### src/rtl/issue_pkg.sv
// Micro-op layout, opcode and ALU encodings shared by the issue
// scheduler and anything that builds or inspects micro-ops.
package issue_pkg;

  localparam int UOP_W = 65;

  localparam int OPC_LSB   = 0;
  localparam int RD_LSB    = 7;
  localparam int RS1_LSB   = 12;
  localparam int RS2_LSB   = 17;
  localparam int IMM_LSB   = 22;
  localparam int F3_LSB    = 54;
  localparam int LS_BIT    = 57;
  localparam int ASRC_BIT  = 58;
  localparam int RW_BIT    = 59;
  localparam int ALUC_LSB  = 60;
  localparam int BMS_BIT   = 64;

  localparam logic [6:0] OP_R     = 7'b0110011;
  localparam logic [6:0] OP_I     = 7'b0010011;
  localparam logic [6:0] OP_LOAD  = 7'b0000011;
  localparam logic [6:0] OP_STORE = 7'b0100011;
  localparam logic [6:0] OP_LUI   = 7'b0110111;

  localparam logic [3:0] ALU_NONE = 4'b0000;
  localparam logic [3:0] ALU_OR   = 4'b0001;
  localparam logic [3:0] ALU_ADD  = 4'b0010;
  localparam logic [3:0] ALU_XOR  = 4'b0011;
  localparam logic [3:0] ALU_SRA  = 4'b1011;

  // Field order mirrors the bit offsets above, MSB first.
  typedef struct packed {
    logic        bms;
    logic [3:0]  aluctl;
    logic        regwrite;
    logic        alusrc;
    logic        loadstore;
    logic [2:0]  func3;
    logic [31:0] imm;
    logic [4:0]  rs2;
    logic [4:0]  rs1;
    logic [4:0]  rd;
    logic [6:0]  opcode;
  } uop_t;

  function automatic logic [31:0] reg_bit(
    input logic [4:0] r
  );
    reg_bit = '0;
    if (r != 5'd0) reg_bit[r] = 1'b1;
  endfunction

endpackage

### src/rtl/issue_scheduler_fifo.sv
// Circular micro-op queue: registered storage, no bypass from push
// to head, synchronous clear.
module issue_fifo #(
  parameter int DEPTH = 4,
  parameter int WIDTH = 65
) (
  input  logic                   clk,
  input  logic                   reset,
  input  logic                   i_push,
  input  logic                   i_pop,
  input  logic                   i_clear,
  input  logic [WIDTH-1:0]       i_data,
  output logic [WIDTH-1:0]       o_head,
  output logic [$clog2(DEPTH):0] o_count
);

  localparam int AW = $clog2(DEPTH);
  localparam int CW = AW + 1;

  logic [WIDTH-1:0] r_mem [DEPTH];
  logic [AW-1:0]    r_wptr;
  logic [AW-1:0]    r_rptr;
  logic [CW-1:0]    r_count;
  logic             w_push;
  logic             w_pop;

  assign w_push = i_push && (r_count != CW'(DEPTH));
  assign w_pop  = i_pop && (r_count != '0);

  always_ff @(posedge clk) begin
    if (reset || i_clear) begin
      r_wptr  <= '0;
      r_rptr  <= '0;
      r_count <= '0;
    end else begin
      if (w_push) r_wptr <= r_wptr + 1'b1;
      if (w_pop)  r_rptr <= r_rptr + 1'b1;
      unique case ({w_push, w_pop})
        2'b10:   r_count <= r_count + 1'b1;
        2'b01:   r_count <= r_count - 1'b1;
        default: r_count <= r_count;
      endcase
    end
  end

  always_ff @(posedge clk) begin
    if (w_push && !reset && !i_clear)
      r_mem[r_wptr] <= i_data;
  end

  assign o_head  = r_mem[r_rptr];
  assign o_count = r_count;

endmodule

### src/rtl/issue_scheduler.sv
// In-order issue with RAW/WAW scoreboard and LSU gating.
// ISSUE_SCHEDULER_WB_BYPASS_EN lets a same-cycle writeback unblock.
module issue_scheduler
  import issue_pkg::*;
#(
  parameter int DEPTH   = 4,
  parameter int STALL_W = 16
) (
  input  logic               clk,
  input  logic               reset,
  input  logic               dec_valid,
  output logic               dec_ready,
  input  logic [UOP_W-1:0]   dec_uop,
  output logic               iss_valid,
  input  logic               iss_ready,
  output logic [UOP_W-1:0]   iss_uop,
  input  logic               lsu_busy,
  input  logic               wb_valid,
  input  logic [4:0]         wb_rd,
  input  logic               flush,
  output logic [STALL_W-1:0] stall_cnt
);

  localparam int CW = $clog2(DEPTH) + 1;

  logic [CW-1:0]      w_count;
  logic [UOP_W-1:0]   w_head;
  logic               w_empty;
  logic               w_full;
  logic               w_push;
  logic               w_pop;
  logic [4:0]         w_rd;
  logic [4:0]         w_rs1;
  logic [4:0]         w_rs2;
  logic               w_rw;
  logic               w_ls;
  logic [31:0]        w_wb_clr;
  logic [31:0]        w_iss_set;
  logic [31:0]        w_pend_eff;
  logic               w_haz;
  logic               w_mem_blk;
  logic               w_stall;
  logic [31:0]        r_pend;
  logic [STALL_W-1:0] r_stall;

  assign w_empty = (w_count == '0);
  assign w_full  = (w_count == CW'(DEPTH));

  assign dec_ready = !reset && !flush && !w_full;
  assign w_push    = dec_valid && dec_ready;
  assign w_pop     = iss_valid && iss_ready;

  issue_fifo #(
    .DEPTH (DEPTH),
    .WIDTH (UOP_W)
  ) u_fifo (
    .clk     (clk),
    .reset   (reset),
    .i_push  (w_push),
    .i_pop   (w_pop),
    .i_clear (flush),
    .i_data  (dec_uop),
    .o_head  (w_head),
    .o_count (w_count)
  );

  assign w_rd  = w_head[RD_LSB +: 5];
  assign w_rs1 = w_head[RS1_LSB +: 5];
  assign w_rs2 = w_head[RS2_LSB +: 5];
  assign w_rw  = w_head[RW_BIT];
  assign w_ls  = w_head[LS_BIT];

  assign w_wb_clr = wb_valid ? reg_bit(wb_rd) : '0;

`ifdef ISSUE_SCHEDULER_WB_BYPASS_EN
  assign w_pend_eff = r_pend & ~w_wb_clr;
`else
  assign w_pend_eff = r_pend;
`endif

  assign w_haz =
    ((w_rs1 != 5'd0) && w_pend_eff[w_rs1]) ||
    ((w_rs2 != 5'd0) && w_pend_eff[w_rs2]) ||
    (w_rw && (w_rd != 5'd0) && w_pend_eff[w_rd]);

  assign w_mem_blk = w_ls && lsu_busy;

  assign iss_valid = !w_empty && !flush && !reset &&
                     !w_haz && !w_mem_blk;
  assign iss_uop   = w_empty ? '0 : w_head;

  assign w_iss_set = (w_pop && w_rw) ? reg_bit(w_rd) : '0;

  // Set is applied after clear: the issuing op is the younger writer.
  always_ff @(posedge clk) begin
    if (reset)
      r_pend <= '0;
    else
      r_pend <= ((r_pend & ~w_wb_clr) | w_iss_set) & ~32'h1;
  end

  assign w_stall = !w_empty && !iss_valid && !flush;

  always_ff @(posedge clk) begin
    if (reset)
      r_stall <= '0;
    else if (w_stall && (r_stall != {STALL_W{1'b1}}))
      r_stall <= r_stall + 1'b1;
  end

  assign stall_cnt = r_stall;

endmodule

### config.mk
export PLATFORM = sky130hd
export DESIGN_NAME = issue_scheduler
export DESIGN_NICKNAME = d
export VERILOG_FILES = /design/src/rtl/issue_pkg.sv /design/src/rtl/issue_scheduler_fifo.sv /design/src/rtl/issue_scheduler.sv
export SDC_FILE = /design/constraint.sdc
export NUM_CORES = 1
export LEC_CHECK = 0
export ABC_AREA = 1
export BUFFER_PORTS_ARGS = -buffer_cell sky130_fd_sc_hd__buf_4
export CORE_ASPECT_RATIO = 0.75
export CORE_MARGIN = 1
export CORE_UTILIZATION = 35
export DETAILED_ROUTE_END_ITERATION = 12
export GPL_ROUTABILITY_DRIVEN = 0
export GPL_TIMING_DRIVEN = 0
export PLACE_DENSITY = 0.54
export SLEW_MARGIN = 30
export SYNTH_ARGS = -nofsm -noshare
export SYNTH_HDL_FRONTEND = slang
export SYNTH_SLANG_ARGS = --single-unit
### constraint.sdc
create_clock -name clk -period 6.74 [get_ports clk]
set_input_delay 1.011 -clock clk [delete_from_list [all_inputs] [get_ports clk]]
set_output_delay 1.011 -clock clk [all_outputs]
set_load 0.1 [all_outputs]
# Word-level counts from Yosys, hierarchy flattened
# Memory sizes are Yosys's and may differ from the RTL's. A register that Yosys moved wholly into a read port is not among the register bits.
# Cells that the tools add are included.
totals:
  regBits: 55
  ram_bits: 260
  in_bits: 77
  out_inout_bits: 83
  memories: 1
mem_list:
  columns: ["memory", "words", "width", "rd", "rd_ports_with_merged_regs", "write_ports", "line_no", "source"]
  rows:
  - ["u_fifo.r_mem", 4, 65, 1, 1, 1, "issue_scheduler_fifo.sv:20", "logic [WIDTH-1:0] r_mem [DEPTH];"]
op_classes:
  magnitude_cmp: 6
  mux: 20
  add_sub_neg: 5
  eq_ne: 5
  bitwise_logic: 3
  reduce_logical: 40
op_table:
  columns: ["operator", "n"]
  rows:
  - ["$mux W32", 4]
  - ["$mux W65", 1]
  - ["$and A32 B32 Y32", 1]
  - ["$not A32 Y32", 1]
  - ["$or A32 B32 Y32", 1]
  - ["$lt A5 B6 Y1 const B", 4]
  - ["$logic_and A1 B1 Y1", 23]
  - ["$reduce_bool A5 Y1", 4]
  - ["$add A16 B1 Y16 const B", 1]
  - ["$ne A16 B16 Y1 const B", 1]
  - ["$bmux W1 S5", 3]
  - ["$demux W1 S5", 2]
  - ["$ge A5 B1 Y1 const B", 2]
  - ["$logic_not A1 Y1", 7]
  - ["$mux W1", 7]
  - ["$pmux W3 S2", 1]
  - ["$add A2 B1 Y2 const B", 2]
  - ["$mux W2", 2]
  - ["$add A3 B1 Y3 const B", 1]
  - ["$eq A3 B3 Y1 const B", 1]
  - ["$logic_not A3 Y1", 1]
  - ["$logic_or A1 B1 Y1", 3]
  - ["$ne A3 B3 Y1 const B", 1]
  - ["$reduce_bool A3 Y1", 1]
  - ["other kinds (4)", 4]

# Longest topological paths before layout
# Gate-level depths: netlist (run 1).
logic_depth:
  word_depth: 12
  ltp_mapped: 26
  mapped_depth_nobuf: 23

# Hierarchy
# Synthesis (run 1) repeated with hierarchy kept, for this count alone.
hier_totals:
  hier_cells: 1484
  area_unflattened_um2: 14665.3
by_module_without_submodules:
  columns: ["module", "instances", "area_per_inst_um2", "cells_per_inst", "seq_area_each_um2"]
  rows:
  - ["issue_fifo", 1, 10451.3, 702, 7987.7]
  - ["issue_scheduler", 1, 4214.0, 782, 940.9]

# Worst setup path before layout (run 1)
# OpenSTA, ideal clock, no wires.
synth_path:
  kind: "in2reg"
  from: "input port reset"
  to: "memory u_fifo.r_mem[0][0] (enable)"
  path_buffers: 1
  t_required_ns: 6.252
  slack_ns: -0.205
  setup_time_ns: 0.488
  path_stages: 6
  arrival_time_ns: 6.457
  path_cell_list: "clkbuf_1 nor2_1 inv_1 a31oi_1 nand2_1 nor2_1"
synth_between:
  elab_chain_len: 9
synth_lines:
  columns: ["item", "line_no", "source"]
  rows:
  - ["start: declaration", "issue_scheduler.sv:10", "input logic reset,"]
  - ["$logic_not A1 Y1", "issue_scheduler.sv:49", "assign dec_ready = !reset && !flush && !w_full;"]
  - ["$logic_and A1 B1 Y1 (2 in a row)", "issue_scheduler.sv:49", null]
  - ["net dec_ready", "issue_scheduler.sv:12", "output logic dec_ready,"]
  - ["$logic_and A1 B1 Y1", "issue_scheduler.sv:50", "assign w_push = dec_valid && dec_ready;"]
  - ["$logic_and A1 B1 Y1", "issue_scheduler_fifo.sv:27", "assign w_push = i_push && (r_count != CW'(DEPTH));"]
  - ["$logic_and A1 B1 Y1 (2 in a row)", "issue_scheduler_fifo.sv:47", "if (w_push && !reset && !i_clear)"]
  - ["$mux W1", "issue_scheduler_fifo.sv:47", null]
  - ["$mux W1 (implied by the code)", "issue_scheduler_fifo.sv:48", "r_mem[r_wptr] <= i_data;"]
  - ["end: declaration", "issue_scheduler_fifo.sv:20", null]
# The timed path passes the listed nets, and every way through them passes these cells.

==> out/metrics.csv, run 1 <==
stage,metric,value,unit
flow_run,max-cap-violations,0,
power,p_total,4.13,mW
drt,drc,0,
power,leakagePower,6.42,nW
floorplanning,num_rows,63,
synth,ys.flop_type,edfxtp_1,
drt,wl_met3,2960,microns
clocking,cts_sinks,316,
sta,period_minus_slack,4.48,ns
synth,synth-simple-area-share,20.8,%
sta,tightest_slew,0.683,ns
power,swShare,22.7,%
drt,ant_nets,0,
worst_setup_path,cp_common_cell,buf_4,
placed_design,dpl.cell_count,2144,
floorplanning,fp.coreArea,0.0400,sq mm
synth,synth_cells,1451,
worst_hold_path,hold_class,flop to flop,
synth,synth-compound-area-share,9.91,%
floorplanning,die_area,0.0418,sq mm
worst_setup_path,cpLargestDelayFamily,buffers and inverters,
layout,layout-drive-gt1-share,18.2,%
global_routing,overflow,0,
worst_setup_path,path_max_fanout,10,
floorplanning,die_w,236,microns
worst_setup_path,path_cells,buf_6 > buf_6 > buf_4 > buf_4 > clkbuf_1 > buf_1 > nor2_1 > nor2_1 > o21ai_0 > a21oi_1 > buf_4,
drt,via_per_inst,5.13,
synth,syn_area_per_cell,9.88,sq um
global_routing,grt_pass1_wl,63200,microns
synth,ys_warn_count,0,
worst_setup_path,start_kind,flop,
synth,synth_area_leaders,"edfxtp_1 (54%), dfxtp_1 (7.8%), nor2_1 (7.1%)",
sta,period_share,66.5,%
clocking,cts_buffers,35,
run_status,outcome,"finished, final reports clean",
global_routing,grt_pass1_vias,10800,
drt,drtPass1Iterations,6,
sta,max_freq,223,MHz
synth,synth_top_area_share,54.5,%
worst_setup_path,path_buf_inv,7,
clocking,clkLatencyLatePin,0.54,ns
clocking,cts_buffer_depth,3,
drt,highest_layer,met5,
synth,yosysTopAreaCell,edfxtp_1,
clocking,h-tree-depth,2,
clocking,cts_tree,done,
floorplanning,io_pins,160,
floorplanning,die_h,177,microns
synth,synth_top_cells_by_count,"nor2_1 (272), edfxtp_1 (260), nand2_1 (204)",
layout,final_cells,2204,
power,power_switching,938,uW
worst_setup_path,crit_path_end_kind,primary output,
worst_setup_path,crit_path_top_delay_cell,clkbuf_1,
sta,finClkSkew,0.0234,ns
synth,syn_area,0.0143,sq mm
sta,setup_viol,0,
synth,synth-edff-count,260,
drt,drtIter0Drc,853,
sta,hold_viol,0,
sta,relSlewSlack,54.5,%
power,p_seq_share,51.6,%
global_routing,grt_max_degree,21,
clocking,hold_buffers,0,
synth,ys_async_sr_fraction,0,%
synth,synth.area.mux_share,0,%
power,p_comb_share,5.3,%
clocking,root_buffer,clkbuf_16,
power,ir_drop,200,uV
worst_setup_path,slowest_delay,0.53,ns
floorplanning,start_util,35.9,%
global_routing,grt_use_total,19.7,%
drt,wl_met1,19300,microns
layout,area_delta_synth_final,23.0,%
synth,netlist-cell-type-count,41,
clocking,postCtsSetupBuffers,0,
synth,synth-xor-area-share,0.917,%
drt,wl_per_cell,18.7,microns
sta,maxSlewViolCount,0,
clocking,post_cts_resized,0,
power,pwr-share-clk,43.1,%
clocking,clk_pin_slew,0.06,ns
layout,fin_nets,1745,
worst_setup_path,worst-r2r-cell-count,20,
drt,vias,11300,
power,internal_power,3.19,mW
global_routing,antenna_found_initial,3,
placed_design,dp_hpwl,29300,microns
synth,synth.ff_latch_count,316,
worst_setup_path,cp.depth,11,
synth,synthAdderAreaFrac,0.663,%
placed_design,io_buffers,158,
worst_setup_path,critPathArrivalTime,3.47,ns
synth,synth_nets,1535,
worst_hold_path,hold_depth,2,
worst_setup_path,path_class,flop to primary output,
drt,wl,41200,microns
synth,yosysMostFrequentCell,nor2_1,
sta,rsz0062_at_grt,false,
synth,yosysSeqAreaShare,62.3,%
sta,hold_ws,0.483,ns
power,power_density,234,mW/mm^2
synth,synth_top_family_by_area,simple AND/OR/NAND/NOR gates,
worst_setup_path,required,5.73,ns
drt,wl_met2,18000,microns
==> routing by layer <==
metal / track usage (%) / vias to the layer above
li1: - / 5453
met1: 28.4 / 5427
met2: 30.4 / 363
met3: 4.09 / 59
met4: 4.74 / 4
met5: 0 / -
==> flip-flops by register name (all words and copies together) (netlist names), named ones only <==
signal          count
u_fifo.r_mem      260
r_pend             31
stall_cnt          16
u_fifo.o_count      3
u_fifo.r_rptr       2
u_fifo.r_wptr       2
==> cells by family (layout without fill, tap and decap cells) <==
kind of cell,after synthesis,in the layout
AND/OR/NAND/NOR,674,674
flip-flops,316,316
AO/OA/AOI/OAI,266,266
buffers and inverters,173,405
XOR/XNOR,15,15
adder cells (fa/ha/maj),7,7
other,0,1
==> through the flow <==
step                      worst slack (ns)  setup TNS [ns]  cell area (sq um)  utilization, %
after floorplan                     -0.205          -53.24              14300               -
after global placement               -1.56         -375.03              16200            40.5
after detailed placement              2.59               0              16600            41.5
after CTS                             2.15               0              17600            44.1
after global routing                  2.00               0              17600            44.1
final                                 2.26               0              17600            44.1
==> power groups by stage <==
stage	registers [mW]	clock network (mW)	logic (mW)
2_1_floorplan	2.18	0	0.113
3_3_place_gp	2.18	0	0.205
3_5_place_dp	2.17	0	0.217
4_1_cts	2.13	1.83	0.217
5_1_grt	2.13	1.91	0.236
6_report	2.13	1.78	0.218
==> final timing paths <==
kind	to	from	slack [ns]
setup / recovery	iss_uop[22]	flop	2.26
hold / removal	r_pend[1]	r_pend[1]	0.48
setup reg to reg	u_fifo.o_count[2]	flop	3.05
hold reg to reg	r_pend[1]	r_pend[1]	0.48
==> tightest hold or removal path, stage by stage (launching register included) <==
cell and delay [ns]:
dfxtp_1 0.31, o21ai_0 0.06, a21oi_1 0.06
==> cell type report <==
type	instances	area, sq um
fill	3813	22300
sequential	316	8930
antenna	1	2.50
timing repair buffer	173	1570
inverter	95	359
clock inverter	18	148
multi-input combinational	962	4650
buffer	78	422
clock buffer	41	898
tap	520	651
==> cell usage in the layout, fill, tap and decap left out, types with 4 or more instances in the layout <==
cell       instances
buf_4            172
o21ai_0          134
a21oi_2            8
buf_1             10
edfxtp_1         260
nor3_1            11
inv_1             82
buf_16            13
nor2_1           268
clkbuf_16         35
nand2_1          204
clkbuf_1          47
a21oi_1          102
inv_2             11
clkinv_1          11
nand4_1           48
nand3_1           96
dfxtp_1           56
xor2_1            13
o21ai_1            4
ha_1               6
nand3_2            5
o211ai_1          11
nor2_4             5
nand2_2           21
buf_6              8
nand3_4            4
buf_2              4
No activity file was read; power rests on OpenSTA's default activity.
==> run 2: changes to the inputs <==
--- a/config.mk
+++ b/config.mk
@@ -5,7 +5,7 @@
 export SDC_FILE = /design/constraint.sdc
 export NUM_CORES = 1
 export LEC_CHECK = 0
-export ABC_AREA = 1
+export ABC_AREA = 0
 export BUFFER_PORTS_ARGS = -buffer_cell sky130_fd_sc_hd__buf_4
 export CORE_ASPECT_RATIO = 0.75
 export CORE_MARGIN = 1
==> constraint.sdc (replaced) <==
create_clock -name clk -period 4.5 [get_ports clk]
set_input_delay 0.675 -clock clk [delete_from_list [all_inputs] [get_ports clk]]
set_output_delay 0.675 -clock clk [all_outputs]
set_load 0.1 [all_outputs]
==> run 2 against run 1 <==
  * First-iteration DRC count decreased by 42%
  * Critical path depth decreased by 2
  * Final cell count decreased by 27%
  * Worst setup slack got worse by 2.1 ns
  * Register-to-register slack got worse by 2.7 ns
  * Sequential share of layout area increased by 1.7 points
  * Non-clock buffer count decreased by 42
==> out/metrics.csv, run 2 <==
stage,metric,value,unit
drt,wl,34400,microns
synth,synth_area_leaders,"edfxtp_1 (56%), mux4_2 (11%), dfxtp_1 (8.0%)",
global_routing,antenna_found_initial,2,
synth,syn_area_per_cell,16.0,sq um
clocking,clkLatencyLatePin,0.53,ns
power,leakagePower,5.77,nW
synth,synth.ff_latch_count,316,
synth,synth-xor-area-share,0.189,%
synth,synth_top_cells_by_count,"edfxtp_1 (260), nor2b_1 (99), mux4_2 (69)",
power,power_switching,1.35,mW
placed_design,dp_hpwl,23500,microns
sta,setup_viol,0,
power,power_density,372,mW/mm^2
layout,multi_input_area,0.00472,sq mm
global_routing,grt_use_total,17.2,%
sta,period_share,96.0,%
sta,maxSlewViolCount,0,
clocking,clk_pin_slew,0.06,ns
power,p_total,6.34,mW
clocking,h-tree-depth,2,
synth,ys_async_sr_fraction,0,%
placed_design,io_buffers,159,
sta,tightest_slew,0.825,ns
floorplanning,io_pins,160,
global_routing,grt_max_degree,39,
floorplanning,die_area,0.0406,sq mm
drt,via_per_inst,5.12,
synth,yosysMostFrequentCell,edfxtp_1,
floorplanning,die_h,175,microns
worst_setup_path,crit_path_end_kind,primary output,
layout,fillers,3525,
synth,ys.flop_type,edfxtp_1,
power,ir_drop,256,uV
worst_hold_path,hold_class,input port to flop,
clocking,cts_tree,done,
sta,max_freq,232,MHz
floorplanning,die_w,232,microns
clocking,root_buffer,clkbuf_16,
layout,mostFrequentLayoutCells,"edfxtp_1 (260), buf_4 (161), nor2b_1 (99)",
drt,drc,0,
layout,area_delta_synth_final,22.3,%
worst_setup_path,path_max_fanout,10,
global_routing,grt_pass1_vias,8476,
worst_setup_path,critPathArrivalTime,3.64,ns
synth,synth-compound-area-share,6.28,%
drt,vias,8227,
flow_run,max-cap-violations,0,
clocking,cts_sinks,316,
synth,ys_warn_count,0,
sta,relSlewSlack,45.0,%
worst_hold_path,hp-start,dec_uop[31],
sta,period_minus_slack,4.32,ns
floorplanning,num_rows,62,
power,internal_power,4.99,mW
synth,synth_top_area_share,56.0,%
synth,netlist-cell-type-count,61,
synth,synth-simple-area-share,10.1,%
clocking,cts_buffer_depth,3,
sta,hold_viol,0,
layout,regMostFlops,u_fifo.r_mem,
drt,drtPass1Iterations,4,
drt,drtIter0Drc,491,
worst_setup_path,r2r_slack,0.36,ns
sta,finClkSkew,0.0118,ns
synth,yosysSeqAreaShare,64.1,%
layout,layout-drive-gt1-share,33.9,%
clocking,cts_buffers,35,
synth,synth_cells,871,
sta,fin_tns_setup,0,ns
drt,ant_nets,0,
layout,final-seq-area,0.00893,sq mm
power,pwr-share-clk,44.9,%
layout,largest_reg_flops,260,
worst_setup_path,start_kind,flop,
layout,layout_commonest_cell,edfxtp_1,
floorplanning,fp.coreArea,0.0388,sq mm
synth,synthAdderAreaFrac,0.682,%
floorplanning,start_util,35.9,%
synth,synth-edff-count,260,
power,swShare,21.3,%
power,p_seq_share,50.3,%
synth,synth.area.mux_share,16.4,%
worst_setup_path,path_class,flop to primary output,
global_routing,grt_pass1_wl,52500,microns
worst_setup_path,required,3.83,ns
clocking,hold_buffers,0,
synth,syn_area,0.0139,sq mm
drt,wl_per_cell,21.4,microns
synth,synth_nets,955,
run_status,outcome,"finished, final reports clean",
power,p_comb_share,4.9,%
synth,synth_top_family_by_area,multiplexers,
synth,yosysTopAreaCell,edfxtp_1,
global_routing,overflow,0,
layout,fin_nets,1154,
## run 2: cell count changes in the layout (fill, tap and decap cells not counted), sizes merged, moves of 47 or more
cell,before,now
nor2,276,35
mux2i,0,47
inv,96,14
o21ai,139,24
nor2b,0,99
nand3,105,11
nand2,227,42
mux4,0,69
a21oi,110,11
## run 2: power by group through the flow
stage	Sequential [mW]	Combinational, mW	Clock (mW)
floorplan	3.25	0.166	0
global placement	3.25	0.303	0
detailed placement	3.25	0.310	0
CTS	3.19	0.311	2.92
global route	3.19	0.330	3.02
finish	3.19	0.309	2.85
## run 2: through the flow
stage               cells  setup slack [ns]  area (sq um)  utilization (%)  hold slack [ns]
floorplan             871             0.158         13900                -            0.427
global placement     1542            -0.141         15800             40.7            0.454
detailed placement   1546            -0.180         15900             41.0            0.470
CTS                  1608          0.000274         17000             43.9            0.325
global route         1607          -0.00975         17000             44.0            0.326
finish               1608             0.182         17100             44.0            0.354
## run 2: routing by layer
metal / up-vias / track usage (%) / wire [microns]
met4: 2 / 3.89 / 451
met5: - / 0 / 13
met2: 179 / 26.1 / 15600
li1: 3782 / - / -
met3: 34 / 4.19 / 1920
met1: 4230 / 24.8 / 16400
## run 2: worst paths after layout
check | cells past startpoint | end
max | 9 | iss_valid
min | 1 | u_fifo.r_mem[2][31]
max reg2reg | 14 | u_fifo.o_count[2]
min reg2reg | 1 | flop
## run 2: worst max-delay path: stages, from the launching register on
cell      delay (ns)
dfxtp_1         0.42
buf_2           0.32
clkbuf_4        0.32
mux2_2          0.46
mux2i_1         0.33
a32oi_1         0.28
a211oi_4        0.39
buf_6           0.21
and2_1          0.15
buf_6           0.22
## run 2: logic make-up after synthesis
kind of cell	Yosys count
buffers and inverters	60
and+or+nand+nor	249
adders and majority gates	7
muxes	136
DFF	316
xor gates and xnor gates	3
AOI/OAI and AO/OA	100
## run 2: area by class of cell
cell class | count | area share (%)
sequential | 316 | 52.4
multi-input combinational | 495 | 27.7
timing repair buffer | 164 | 7.62
clock buffer | 44 | 5.46
tap | 512 | 3.76
buffer | 45 | 1.62
clock inverter | 18 | 1.20
inverter | 13 | 0.286
antenna | 1 | 0.0147
## run 2: repair_timing
item                                    4_1_cts  5_1_grt
gates resized for setup                       3        3
pin swaps                                     0        1
endpoints found under the setup margin       22        4
setup buffers                                 0        1
